===== src/rtl/cmp_pkg.sv =====
// Shared types and constants for the serial magnitude comparator and its sequencer.
// State encoding, counter sizing helper and one-hot result codes {gt, lt, eq}.
package cmp_pkg;

    typedef enum logic [1:0] {
        IDLE = 2'd0,
        RUN  = 2'd1,
        DONE = 2'd2
    } cmp_state_t;

    localparam logic [2:0] CMP_GT = 3'b100;
    localparam logic [2:0] CMP_LT = 3'b010;
    localparam logic [2:0] CMP_EQ = 3'b001;

    function automatic int cnt_width(input int width);
        return $clog2(width + 1);
    endfunction

endpackage


===== src/rtl/serial_mag_comparator.sv =====
// Folds MSB-first per-bit gt/lt/eq triples into a registered word-level magnitude relation.
// Latency: done pulses the cycle after the WIDTH-th accepted bit (start-to-done >= WIDTH+1 cycles).
// Backpressure: none; bits are consumed whenever bit_valid is high in RUN, bubbles of any length allowed.
module serial_mag_comparator
    import cmp_pkg::*;
#(
    parameter int WIDTH = 8
) (
    input  logic clk,
    input  logic rst_n,
    input  logic start,
    input  logic bit_valid,
    input  logic greater,
    input  logic lesser,
    input  logic equal,
    output logic busy,
    output logic done,
    output logic a_gt_b,
    output logic a_lt_b,
    output logic a_eq_b,
    output logic err
);

    localparam int CW = cnt_width(WIDTH);
    localparam logic [CW-1:0] CNT_LOAD = CW'(WIDTH);
    localparam logic [CW-1:0] CNT_ONE  = CW'(1);

    cmp_state_t    state;
    logic [CW-1:0] cnt;
    logic          decided;

    logic one_hot;
    logic bit_gt;
    logic bit_lt;

    // A malformed triple counts as an equal bit, so it can never decide the result.
    assign one_hot = ($countones({greater, lesser, equal}) == 1);
    assign bit_gt  = one_hot & greater;
    assign bit_lt  = one_hot & lesser;

    always_ff @(posedge clk) begin
        if (!rst_n) begin
            state   <= IDLE;
            cnt     <= '0;
            decided <= 1'b0;
            busy    <= 1'b0;
            done    <= 1'b0;
            a_gt_b  <= 1'b0;
            a_lt_b  <= 1'b0;
            a_eq_b  <= 1'b0;
            err     <= 1'b0;
        end else begin
            case (state)
                IDLE, DONE: begin
                    done <= 1'b0;
                    if (start) begin
                        state   <= RUN;
                        busy    <= 1'b1;
                        cnt     <= CNT_LOAD;
                        decided <= 1'b0;
                        a_gt_b  <= 1'b0;
                        a_lt_b  <= 1'b0;
                        a_eq_b  <= 1'b0;
                        err     <= 1'b0;
                    end else begin
                        state <= IDLE;
                    end
                end
                RUN: begin
                    if (bit_valid) begin
                        if (!one_hot) begin
                            err <= 1'b1;
                        end
                        if (!decided && bit_gt) begin
                            a_gt_b  <= 1'b1;
                            decided <= 1'b1;
                        end
                        if (!decided && bit_lt) begin
                            a_lt_b  <= 1'b1;
                            decided <= 1'b1;
                        end
                        if (cnt == CNT_ONE) begin
                            state  <= DONE;
                            busy   <= 1'b0;
                            done   <= 1'b1;
                            a_eq_b <= !(decided || bit_gt || bit_lt);
                        end else begin
                            cnt <= cnt - CNT_ONE;
                        end
                    end
                end
                default: begin
                    state <= IDLE;
                    busy  <= 1'b0;
                    done  <= 1'b0;
                end
            endcase
        end
    end

endmodule


===== config.mk =====
export PLATFORM = sky130hd
export DESIGN_NAME = serial_mag_comparator
export DESIGN_NICKNAME = d
export VERILOG_FILES = /design/src/rtl/cmp_pkg.sv /design/src/rtl/serial_mag_comparator.sv
export SDC_FILE = /design/constraint.sdc
export NUM_CORES = 1
export LEC_CHECK = 0
export BUFFER_PORTS_ARGS = -buffer_cell sky130_fd_sc_hd__buf_2
export CORE_AREA = 10 10 47 49
export CTS_CLUSTER_SIZE = 12
export DETAILED_ROUTE_END_ITERATION = 16
export DIE_AREA = 0 0 57 59
export GPL_TIMING_DRIVEN = 1
export MAX_ROUTING_LAYER = met4
export PLACE_DENSITY = 0.82
export SYNTH_ARGS = -nofsm -noshare
export SYNTH_HDL_FRONTEND = slang
export SYNTH_SLANG_ARGS = --single-unit

===== constraint.sdc =====
create_clock -name clk -period 2.5 [get_ports clk]
set_input_delay 0.5 -clock clk [delete_from_list [all_inputs] [get_ports clk]]
set_output_delay 0.5 -clock clk [all_outputs]
set_load 0.005 [all_outputs]

==> reports/qor.csv, run 1 <==
stage,metric,value,unit
setup_path,r2r_slack,910,ps
timing,final-hold-violation-count,0,
clock_network,postCtsHoldBufs,0,
detailed_routing,wl_met2,732,µm
floorplanning,ioPinCount,13,
place,placed_cells,103,
layout,finalNonFillerCells,107,
detailed_routing,via_per_inst,5.720,
layout,regArea,260.3,µm²
detailed_routing,drt-initial-drc-count,15,
timing,setup_ws,872.1,ps
place,dp_hpwl,1155,µm
worst_hold_path,min_delay_worst_endpoint,err$_SDFFE_PN0P_,
setup_path,timing.rr.start,cnt[0]$_SDFFE_PN0P_,
timing,setup_tns,0,ps
detailed_routing,wire_per_inst,13.98,µm
clock_network,root_buffer,clkbuf_4,
timing,setup_viol,0,
power_and_ir_drop,pwr-share-comb,17.8,%
yosys,synthCells,78,
worst_hold_path,hp-class,flip-flop to flip-flop,
layout,area_growth,11.58,%
layout,design_area,795.8,µm²
floorplanning,placeableCoreArea,1401,µm²
outcome,run_status,completed,
worst_hold_path,hold_depth,2,
yosys,synthTopCellsByCount,"dfxtp_1, inv_1, nand3_1, nor2_1, a21oi_1",
clock_network,clock_latency,270,ps
setup_path,critPathRequiredTime,2660,ps
yosys,netlist_area,713.2,µm²
grt,grt_usage,8.831,%
timing,fin_skew,7.613,ps
timing,rsz0062_at_grt,no,
power_and_ir_drop,powerDensity,546.8,nW/µm²
layout,multiInputGateArea,395.4,µm²
yosys,synth_top_family_by_area,simple AND/OR/NAND/NOR gates,
detailed_routing,drtPass1Iterations,4,
setup_path,cpPeakStageDelay,550,ps
power_and_ir_drop,p_int,316.1,µW
place,place_area,769.5,µm²
grt,grt_pass1_vias,590,
clock_network,clock_sinks,13,
setup_path,cp_max_fo,3,
yosys,synth_seq_cells,13,
power_and_ir_drop,pwr-share-clk,29.4,%
setup_path,critical_path_class,input pin to flip-flop,
flow_run,drv_cap,0,
clock_network,post_cts_buffers,0,
setup_path,cp_cell_sequence,"buf_2, fa_1, nor4b_1, nand3_1, mux2i_1",
power_and_ir_drop,p_leak,0.3671,nW
setup_path,crit_family,adder cells,
setup_path,cp-start-kind,input pin,
layout,fill_cells,130,
place,routabilityCongestion,0.7290,
detailed_routing,drt-met1-wl,722,µm
grt,grt_pass1_wl,2428,µm
yosys,seq_area_frac_synth,36.49,%
yosys,synth_area_leaders,"dfxtp_1, inv_1, mux2i_1",
detailed_routing,routed_wl,1496,µm
timing,period_needed,1628,ps
floorplanning,die_w,57,µm
grt,grt_antenna_before_repair,0,
setup_path,crit_arrival,1780,ps
yosys,synth.mux.area_fraction,5.789,%
clock_network,h-tree-depth,1,
setup_path,slowest_stage,fa_1,
clock_network,cts_buffer_depth,2,
power_and_ir_drop,switching_power,119.0,µW
detailed_routing,vias,612,
setup_path,crit_buf_inv,1,
clock_network,clk_pin_slew_worst_paths,80,ps
grt,overflow,0,
layout,diodes,0,
grt,grt_max_degree,13,
place,post-place-ws,608.5,ps
power_and_ir_drop,switching_share,27.36,%
power_and_ir_drop,p_seq_share,52.8,%
yosys,synth_edf_count,0,
yosys,yosysMostFrequentCell,dfxtp_1,
power_and_ir_drop,vdd_drop_max,0.0004163,V
detailed_routing,drc,0,
detailed_routing,drt.antenna.violating_nets,0,
timing,final_max_slew_viol_count,0,
detailed_routing,top_layer,met4,
yosys,syn-num-nets,88,
floorplanning,rows,14,
timing,tightest_slew,652.1,ps
yosys,yosys.area.top_type,dfxtp_1,
yosys,synthAdderAreaFrac,6.316,%
yosys,synth-simple-area-share,28.42,%
worst_hold_path,hp-start,err$_SDFFE_PN0P_,
yosys,synthXorXnorAreaFrac,0,%
clock_network,cts_tree,yes,
place,numPortBuffers,12,
floorplanning,die_y,59,µm
layout,final_layout_size_suffix_gt1_share,20.88,%
yosys,synth_top_area_share,36.49,%
timing,max_freq,614.3,MHz
yosys,synth-main-ff-cell,dfxtp_1,
setup_path,rr_endpoint,busy$_SDFFE_PN0P_,
yosys,yosysWarnings,0,
clock_network,cts_resized,0,
setup_path,setup.worst_path.end_class,flip-flop,
floorplanning,initial_utilization,50.89,%
clock_network,cts_buffers,3,
yosys,async_flop_share,0,%
layout,fin_nets,102,
timing,max_slew_margin,55.93,%
setup_path,rr_worst_depth,4,
timing,fin_crit_sh,65.12,%
detailed_routing,met3_length,29,µm
yosys,avgSynthCellArea,9.143,µm²
yosys,synth_compound_area_share,14.91,%
power_and_ir_drop,finalPower,435.1,µW
yosys,synth_cell_types,34,
floorplanning,dieArea,3363,µm²
## area by class of cell
| type | instances | area share [%] |
|---|---|---|
| timing repair buffer | 12 | 7.547 |
| sequential | 13 | 32.70 |
| multi-input combinational | 53 | 49.69 |
| inverter | 9 | 4.245 |
| clock buffer | 4 | 3.302 |
| tap | 16 | 2.516 |
## kinds of logic (layout without fill, tap and decap cells)
logic type / count (synthesis) / after routing
AOI/OAI and AO/OA: 15 / 15
buffers and inverters: 12 / 25
and+or+nand+nor: 31 / 31
muxes: 4 / 4
adders and majority gates: 3 / 3
DFF: 13 / 13
## worst max-delay path by stage
stage	to	depth (start not counted)	from	slack (ps)
4_1_cts	a_lt_b$_SDFFE_PN0P_	5	greater	880
3_3_place_gp	a_gt_b$_SDFFE_PN0P_	5	greater	630
2_1_floorplan	a_gt_b$_SDFFE_PN0P_	4	greater	810
3_5_place_dp	a_lt_b$_SDFFE_PN0P_	5	greater	610
6_report	a_lt_b$_SDFFE_PN0P_	5	greater	870
5_1_grt	busy$_SDFFE_PN0P_	4	cnt[0]$_SDFFE_PN0P_	770
## flip-flops by register name, indices dropped and copies added, names as in the netlist
name and cells:
busy 1, a_gt_b 1, done 1, a_eq_b 1
err 1, cnt 4, decided 1, a_lt_b 1
state 2
## power by group through the flow
stage               Sequential [mW]  Combinational [mW]  Clock [mW]
CTS                           0.229              0.0775       0.129
global route                  0.231              0.0862       0.138
floorplan                     0.230              0.0608           0
global placement              0.234              0.0744           0
detailed placement            0.234              0.0770           0
finish                        0.230              0.0774       0.128
## layer usage
metal | up-vias | GRT usage [%]
met5 | - | -
met4 | 0 | 4.027
met3 | 2 | 1.931
met2 | 10 | 14.88
met1 | 294 | 9.724
li1 | 306 | -
## per-stage QoR
step	hold WS (ps)	util, %
after floorplan	439.2	-
after global placement	429.1	54.91
after detailed placement	446.3	54.91
after CTS	457.4	56.79
after global routing	478.1	56.79
final	447.7	56.79
## tightest hold or removal path, stage by stage (launching register included)
cell,delay (ps)
dfxtp_1,320
inv_1,50
a21oi_1,50
## cells in the final DEF, fill, tap and decap left out, drive strengths merged, types with 2 or more instances in the layout
cell type | synthesis | final
nor4b | 2 | 2
nand2b | 3 | 3
nand3b | 2 | 2
inv | 9 | 9
nand2 | 3 | 3
nor2 | 5 | 5
or3 | 2 | 2
ha | 2 | 2
buf | 3 | 12
dfxtp | 13 | 13
mux2i | 3 | 3
a21oi | 4 | 4
clkbuf | 0 | 4
o2111ai | 3 | 3
nand3 | 5 | 5
or4 | 2 | 2
o21ai | 2 | 2
Note: power is estimated with default switching activity, not from simulation.
==> inputs of run 2 (changes only) <==
--- a/config.mk
+++ b/config.mk
@@ -6,13 +6,13 @@
 export NUM_CORES = 1
 export LEC_CHECK = 0
 export BUFFER_PORTS_ARGS = -buffer_cell sky130_fd_sc_hd__buf_2
-export CORE_AREA = 10 10 47 49
+export CORE_MARGIN = 10
+export CORE_UTILIZATION = 47
 export CTS_CLUSTER_SIZE = 12
 export DETAILED_ROUTE_END_ITERATION = 16
-export DIE_AREA = 0 0 57 59
 export GPL_TIMING_DRIVEN = 1
 export MAX_ROUTING_LAYER = met4
-export PLACE_DENSITY = 0.82
+export PLACE_DENSITY = 0.77
 export SYNTH_ARGS = -nofsm -noshare
 export SYNTH_HDL_FRONTEND = slang
 export SYNTH_SLANG_ARGS = --single-unit
==> constraint.sdc (replaced) <==
create_clock -name clk -period 1.45 [get_ports clk]
set_input_delay 0.29 -clock clk [delete_from_list [all_inputs] [get_ports clk]]
set_output_delay 0.29 -clock clk [all_outputs]
set_load 0.005 [all_outputs]
==> reports/qor.csv, run 2 (same netlist as run 1, synthesis figures left out) <==
stage,metric,value,unit
outcome,run_status,completed,
power_and_ir_drop,p_leak,0.4304,nW
flow_run,drv_cap,0,
floorplanning,die_y,58.96,µm
detailed_routing,drt.antenna.violating_nets,0,
place,placed_cells,113,
clock_network,post_cts_buffers,0,
clock_network,clk_pin_slew_worst_paths,80,ps
setup_path,setup.worst_path.end_class,flip-flop,
grt,overflow,0,
layout,regArea,262.8,µm²
clock_network,cts_tree,yes,
timing,tightest_slew,311.2,ps
grt,grt_max_degree,13,
layout,mostFrequentLayoutCell,buf_2,
timing,final-hold-violation-count,0,
detailed_routing,via_per_inst,5.769,
grt,grt_pass1_wl,2815,µm
timing,rsz0062_at_grt,yes,
place,dp_hpwl,1257,µm
place,place_area,857.1,µm²
setup_path,crit_arrival,1590,ps
floorplanning,die_w,58.96,µm
setup_path,critPathRequiredTime,1660,ps
detailed_routing,routed_wl,1705,µm
timing,setup_viol,0,
setup_path,cp_cell_sequence,"inv_1, ha_2, nor3b_4, or4_1, a31oi_1",
timing,fin_skew,6.322,ps
clock_network,h-tree-depth,1,
layout,final_layout_size_suffix_gt1_share,38.24,%
layout,multiInputGateArea,436.7,µm²
place,routabilityCongestion,0.7710,
layout,final_cell_mix,"buf_2, dfxtp_1, buf_4",
layout,area_growth,29.12,%
power_and_ir_drop,vdd_drop_max,0.0007249,V
setup_path,cpPeakStageDelay,470,ps
floorplanning,dieArea,3476,µm²
timing,max_slew_margin,79.22,%
grt,grt_pass1_vias,663,
power_and_ir_drop,powerDensity,866.2,nW/µm²
layout,finalNonFillerCells,117,
floorplanning,rows,13,
worst_hold_path,hp-class,input pin to flip-flop,
power_and_ir_drop,finalPower,797.7,µW
clock_network,clock_sinks,13,
timing,holdWs,339.5,ps
grt,grt_antenna_before_repair,0,
timing,setup_tns,0,ps
layout,diodes,0,
layout,reg.largest.list,"cnt (4), state (2)",
detailed_routing,drc,0,
setup_path,critical_path_class,flip-flop to flip-flop,
layout,fill_cells,122,
detailed_routing,vias,675,
clock_network,cts_buffers,3,
grt,grt_usage,10.45,%
detailed_routing,drtPass1Iterations,4,
layout,post-route-util,67.40,%
detailed_routing,drt-initial-drc-count,4,
setup_path,cp_max_fo,6,
clock_network,clock_latency,280,ps
setup_path,slowest_stage,or4_1,
layout,regMostFlops,cnt,
floorplanning,ioPinCount,13,
setup_path,cp-start-kind,flip-flop,
timing,max_freq,725.1,MHz
detailed_routing,wire_per_inst,14.57,µm
timing,final_max_slew_viol_count,0,
place,post-place-ws,-206.7,ps
clock_network,postCtsHoldBufs,0,
layout,design_area,920.9,µm²
place,numPortBuffers,12,
timing,fin_crit_sh,95.11,%
floorplanning,placeableCoreArea,1366,µm²
layout,fin_nets,113,
timing,setup_ws,70.90,ps
floorplanning,initial_utilization,52.20,%
clock_network,cts_buffer_depth,2,
clock_network,root_buffer,clkbuf_4,
timing,period_needed,1379,ps
layout,largest_reg_flops,4,
run 2: cell count changes in the layout (fill, tap and decap cells not counted), sizes merged:
cell / before / now
buf: 12 / 23
run 2: power by group:
group          switching (mW)  internal (mW)
registers              0.0208          0.377
logic                  0.0820         0.0927
clock network           0.119          0.107
run 2: path summary, 6_finish.rpt:
path | start | endpoint | slack (ps) | cells past startpoint
max | cnt[1]$_SDFFE_PN0P_ | cnt[3]$_SDFFE_PN0P_ | 70 | 5
max reg2reg | cnt[1]$_SDFFE_PN0P_ | cnt[3]$_SDFFE_PN0P_ | 70 | 5
min reg2reg | err$_SDFFE_PN0P_ | err$_SDFFE_PN0P_ | 450 | 2
min | bit_valid | cnt[1]$_SDFFE_PN0P_ | 340 | 3
run 2: metal layers:
metal / GRT usage, % / vias up / routed length [µm] / share of wire, %
li1: - / 333 / - / -
met1: 11.56 / 323 / 755 / 44
met2: 16.82 / 17 / 874 / 51
met3: 4.506 / 2 / 62 / 3.6
met4: 2.623 / 0 / 12 / 0.70
met5: - / - / 0 / 0
run 2: timing repair:
action | 4_1_cts | 5_1_grt
pin swaps | 0 | 1
gates resized for setup | 4 | 6
endpoints found under the setup margin | 5 | 5
run 2: worst max-delay path: cells and delay by family, from the launching register on:
family / cells / cell delay [ps]
flops: 1 / 330
buf+inv: 1 / 50
simple gates: 2 / 640
compound gates: 1 / 120
fa+ha+maj: 1 / 180
run 2: area by class of cell:
type                       instances  share of cell area, %
timing repair buffer              23                  15.49
sequential                        13                  28.53
tap                               15                  2.038
inverter                           9                  3.668
clock buffer                       4                  2.853
multi-input combinational         53                  47.42
==> inputs of run 3 (changes only) <==
--- a/config.mk
+++ b/config.mk
@@ -6,7 +6,7 @@
 export NUM_CORES = 1
 export LEC_CHECK = 0
 export BUFFER_PORTS_ARGS = -buffer_cell sky130_fd_sc_hd__buf_2
-export CORE_MARGIN = 10
+export CORE_MARGIN = 5
 export CORE_UTILIZATION = 47
 export CTS_CLUSTER_SIZE = 12
 export DETAILED_ROUTE_END_ITERATION = 16
==> reports/qor.csv, run 3 (same netlist as run 1, synthesis figures left out) <==
stage,metric,value,unit
worst_hold_path,hp-class,input pin to flip-flop,
detailed_routing,drt.antenna.violating_nets,0,
clock_network,clock_sinks,13,
clock_network,root_buffer,clkbuf_4,
floorplanning,rows,14,
grt,grt_max_degree,13,
worst_hold_path,hold_depth,3,
clock_network,post_cts_buffers,0,
grt,overflow,0,
timing,tightest_slew,299.6,ps
place,placed_cells,114,
power_and_ir_drop,switching_power,221.9,µW
floorplanning,initial_utilization,48.47,%
layout,mostFrequentLayoutCell,buf_2,
grt,grt_pass1_wl,2870,µm
floorplanning,placeableCoreArea,1471,µm²
timing,max_freq,712.4,MHz
setup_path,critical_path_class,flip-flop to flip-flop,
floorplanning,die_w,48.96,µm
timing,fin_skew,1.092,ps
detailed_routing,via_per_inst,5.415,
layout,largest_reg_flops,4,
clock_network,cts_buffer_depth,2,
timing,holdWs,356.9,ps
setup_path,crit_arrival,1610,ps
power_and_ir_drop,p_seq_share,50.1,%
place,numPortBuffers,12,
setup_path,cp-start-kind,flip-flop,
power_and_ir_drop,powerDensity,875.2,nW/µm²
setup_path,cp_cell_sequence,"buf_4, or3_1, or4_1, a31oi_1",
clock_network,clk_pin_slew_worst_paths,80,ps
clock_network,postCtsHoldBufs,0,
setup_path,rr_endpoint,cnt[3]$_SDFFE_PN0P_,
flow_run,drv_cap,0,
clock_network,cts_tree,yes,
power_and_ir_drop,vdd_drop_max,0.0005799,V
setup_path,cpPeakStageDelay,410,ps
setup_path,rr_worst_depth,4,
timing,period_needed,1404,ps
setup_path,timing.rr.start,cnt[1]$_SDFFE_PN0P_,
timing,fin_crit_sh,96.80,%
layout,area_growth,27.54,%
timing,setup_viol,0,
setup_path,setup.worst_path.end_class,flip-flop,
timing,final_max_slew_viol_count,0,
power_and_ir_drop,finalPower,796.1,µW
floorplanning,ioPinCount,13,
worst_hold_path,hp-start,bit_valid,
power_and_ir_drop,pwr-share-comb,21.6,%
timing,rsz0062_at_grt,yes,
clock_network,cts_buffers,3,
grt,grt_antenna_before_repair,0,
layout,diodes,0,
place,routabilityCongestion,0.7782,
setup_path,critPathRequiredTime,1660,ps
power_and_ir_drop,p_leak,0.4276,nW
detailed_routing,drt-initial-drc-count,7,
setup_path,slowest_stage,or4_1,
layout,final_layout_size_suffix_gt1_share,37.25,%
detailed_routing,vias,639,
grt,grt_pass1_vias,651,
setup_path,cp_max_fo,2,
clock_network,clock_latency,270,ps
power_and_ir_drop,switching_share,27.87,%
layout,fin_nets,113,
clock_network,h-tree-depth,1,
setup_path,r2r_slack,50,ps
layout,finalNonFillerCells,118,
power_and_ir_drop,pwr-share-clk,28.3,%
power_and_ir_drop,p_int,574.2,µW
timing,max_slew_margin,79.75,%
detailed_routing,wire_per_inst,14.22,µm
detailed_routing,drc,0,
timing,setup_tns,0,ps
floorplanning,die_y,48.96,µm
worst_hold_path,min_delay_worst_endpoint,cnt[1]$_SDFFE_PN0P_,
detailed_routing,routed_wl,1678,µm
detailed_routing,drtPass1Iterations,4,
setup_path,crit_family,simple AND/OR/NAND/NOR gates,
setup_path,crit_buf_inv,1,
grt,grt_usage,15.65,%
layout,reg.largest.list,"cnt (4), state (2)",
timing,final-hold-violation-count,0,
place,dp_hpwl,1278,µm
layout,regMostFlops,cnt,
outcome,run_status,completed,
layout,final_cell_mix,"buf_2, buf_4, dfxtp_1",
floorplanning,dieArea,2397,µm²
## run 3: cell counts in the layout (fill, tap and decap cells not counted)
No cell type changed its count.
## run 3: metrics by stage
step	instance area (µm²)	utilization, %	setup WS, ps
5_1_grt	909.6	61.82	-4.444
3_5_place_dp	858.3	58.33	-171.6
6_report	909.6	61.82	46.39
2_1_floorplan	719.4	-	43.81
4_1_cts	903.4	61.39	-6.989
3_3_place_gp	858.3	58.33	-102.3
## run 3: timing repair
action	4_1_cts	5_1_grt
setup endpoints to repair	5	3
resized for setup	5	4
pin swaps	1	1
## run 3: area by class of cell
class / instances / area, µm²
clock buffer: 4 / 26.28
fill: 140 / 561.8
inverter: 9 / 33.78
multi-input combinational: 53 / 422.9
sequential: 13 / 264.0
tap: 16 / 20.02
timing repair buffer: 23 / 142.6
## run 3: worst max path at each step
stage                     endpoint                 from  slack, ps  cells after the start
6_report       cnt[3]$_SDFFE_PN0P_  cnt[1]$_SDFFE_PN0P_         50                      4
5_1_grt        cnt[3]$_SDFFE_PN0P_  cnt[1]$_SDFFE_PN0P_         -4                      4
4_1_cts        a_eq_b$_SDFFE_PN0P_  cnt[1]$_SDFFE_PN0P_         -7                      5
3_5_place_dp   a_gt_b$_SDFFE_PN0P_              greater       -170                      5
3_3_place_gp   a_gt_b$_SDFFE_PN0P_              greater       -100                      5
2_1_floorplan  a_eq_b$_SDFFE_PN0P_  cnt[0]$_SDFFE_PN0P_         40                      4
## run 3: layer usage
layer  wire [µm]  up-vias  global-route usage (%)  share of wire, %
met5           0        -                       -                 0
met4           0        0                   4.036                 0
met3          84        0                   5.199               5.0
met2         837       16                   27.17                50
met1         756      293                   16.94                45
li1            -      330                       -                 -
## run 3: power groups by stage
stage	logic (mW)	clock network [mW]	registers, mW
after CTS	0.171	0.240	0.397
after global routing	0.193	0.250	0.402
after detailed placement	0.165	0	0.403
after floorplan	0.107	0	0.397
after global placement	0.157	0	0.402
final	0.172	0.225	0.399
## run 3: worst reg2reg max path, stage by stage, from the launching register on
cell	delay [ps]
dfxtp_2	330
buf_4	130
or3_1	340
or4_1	410
a31oi_1	130
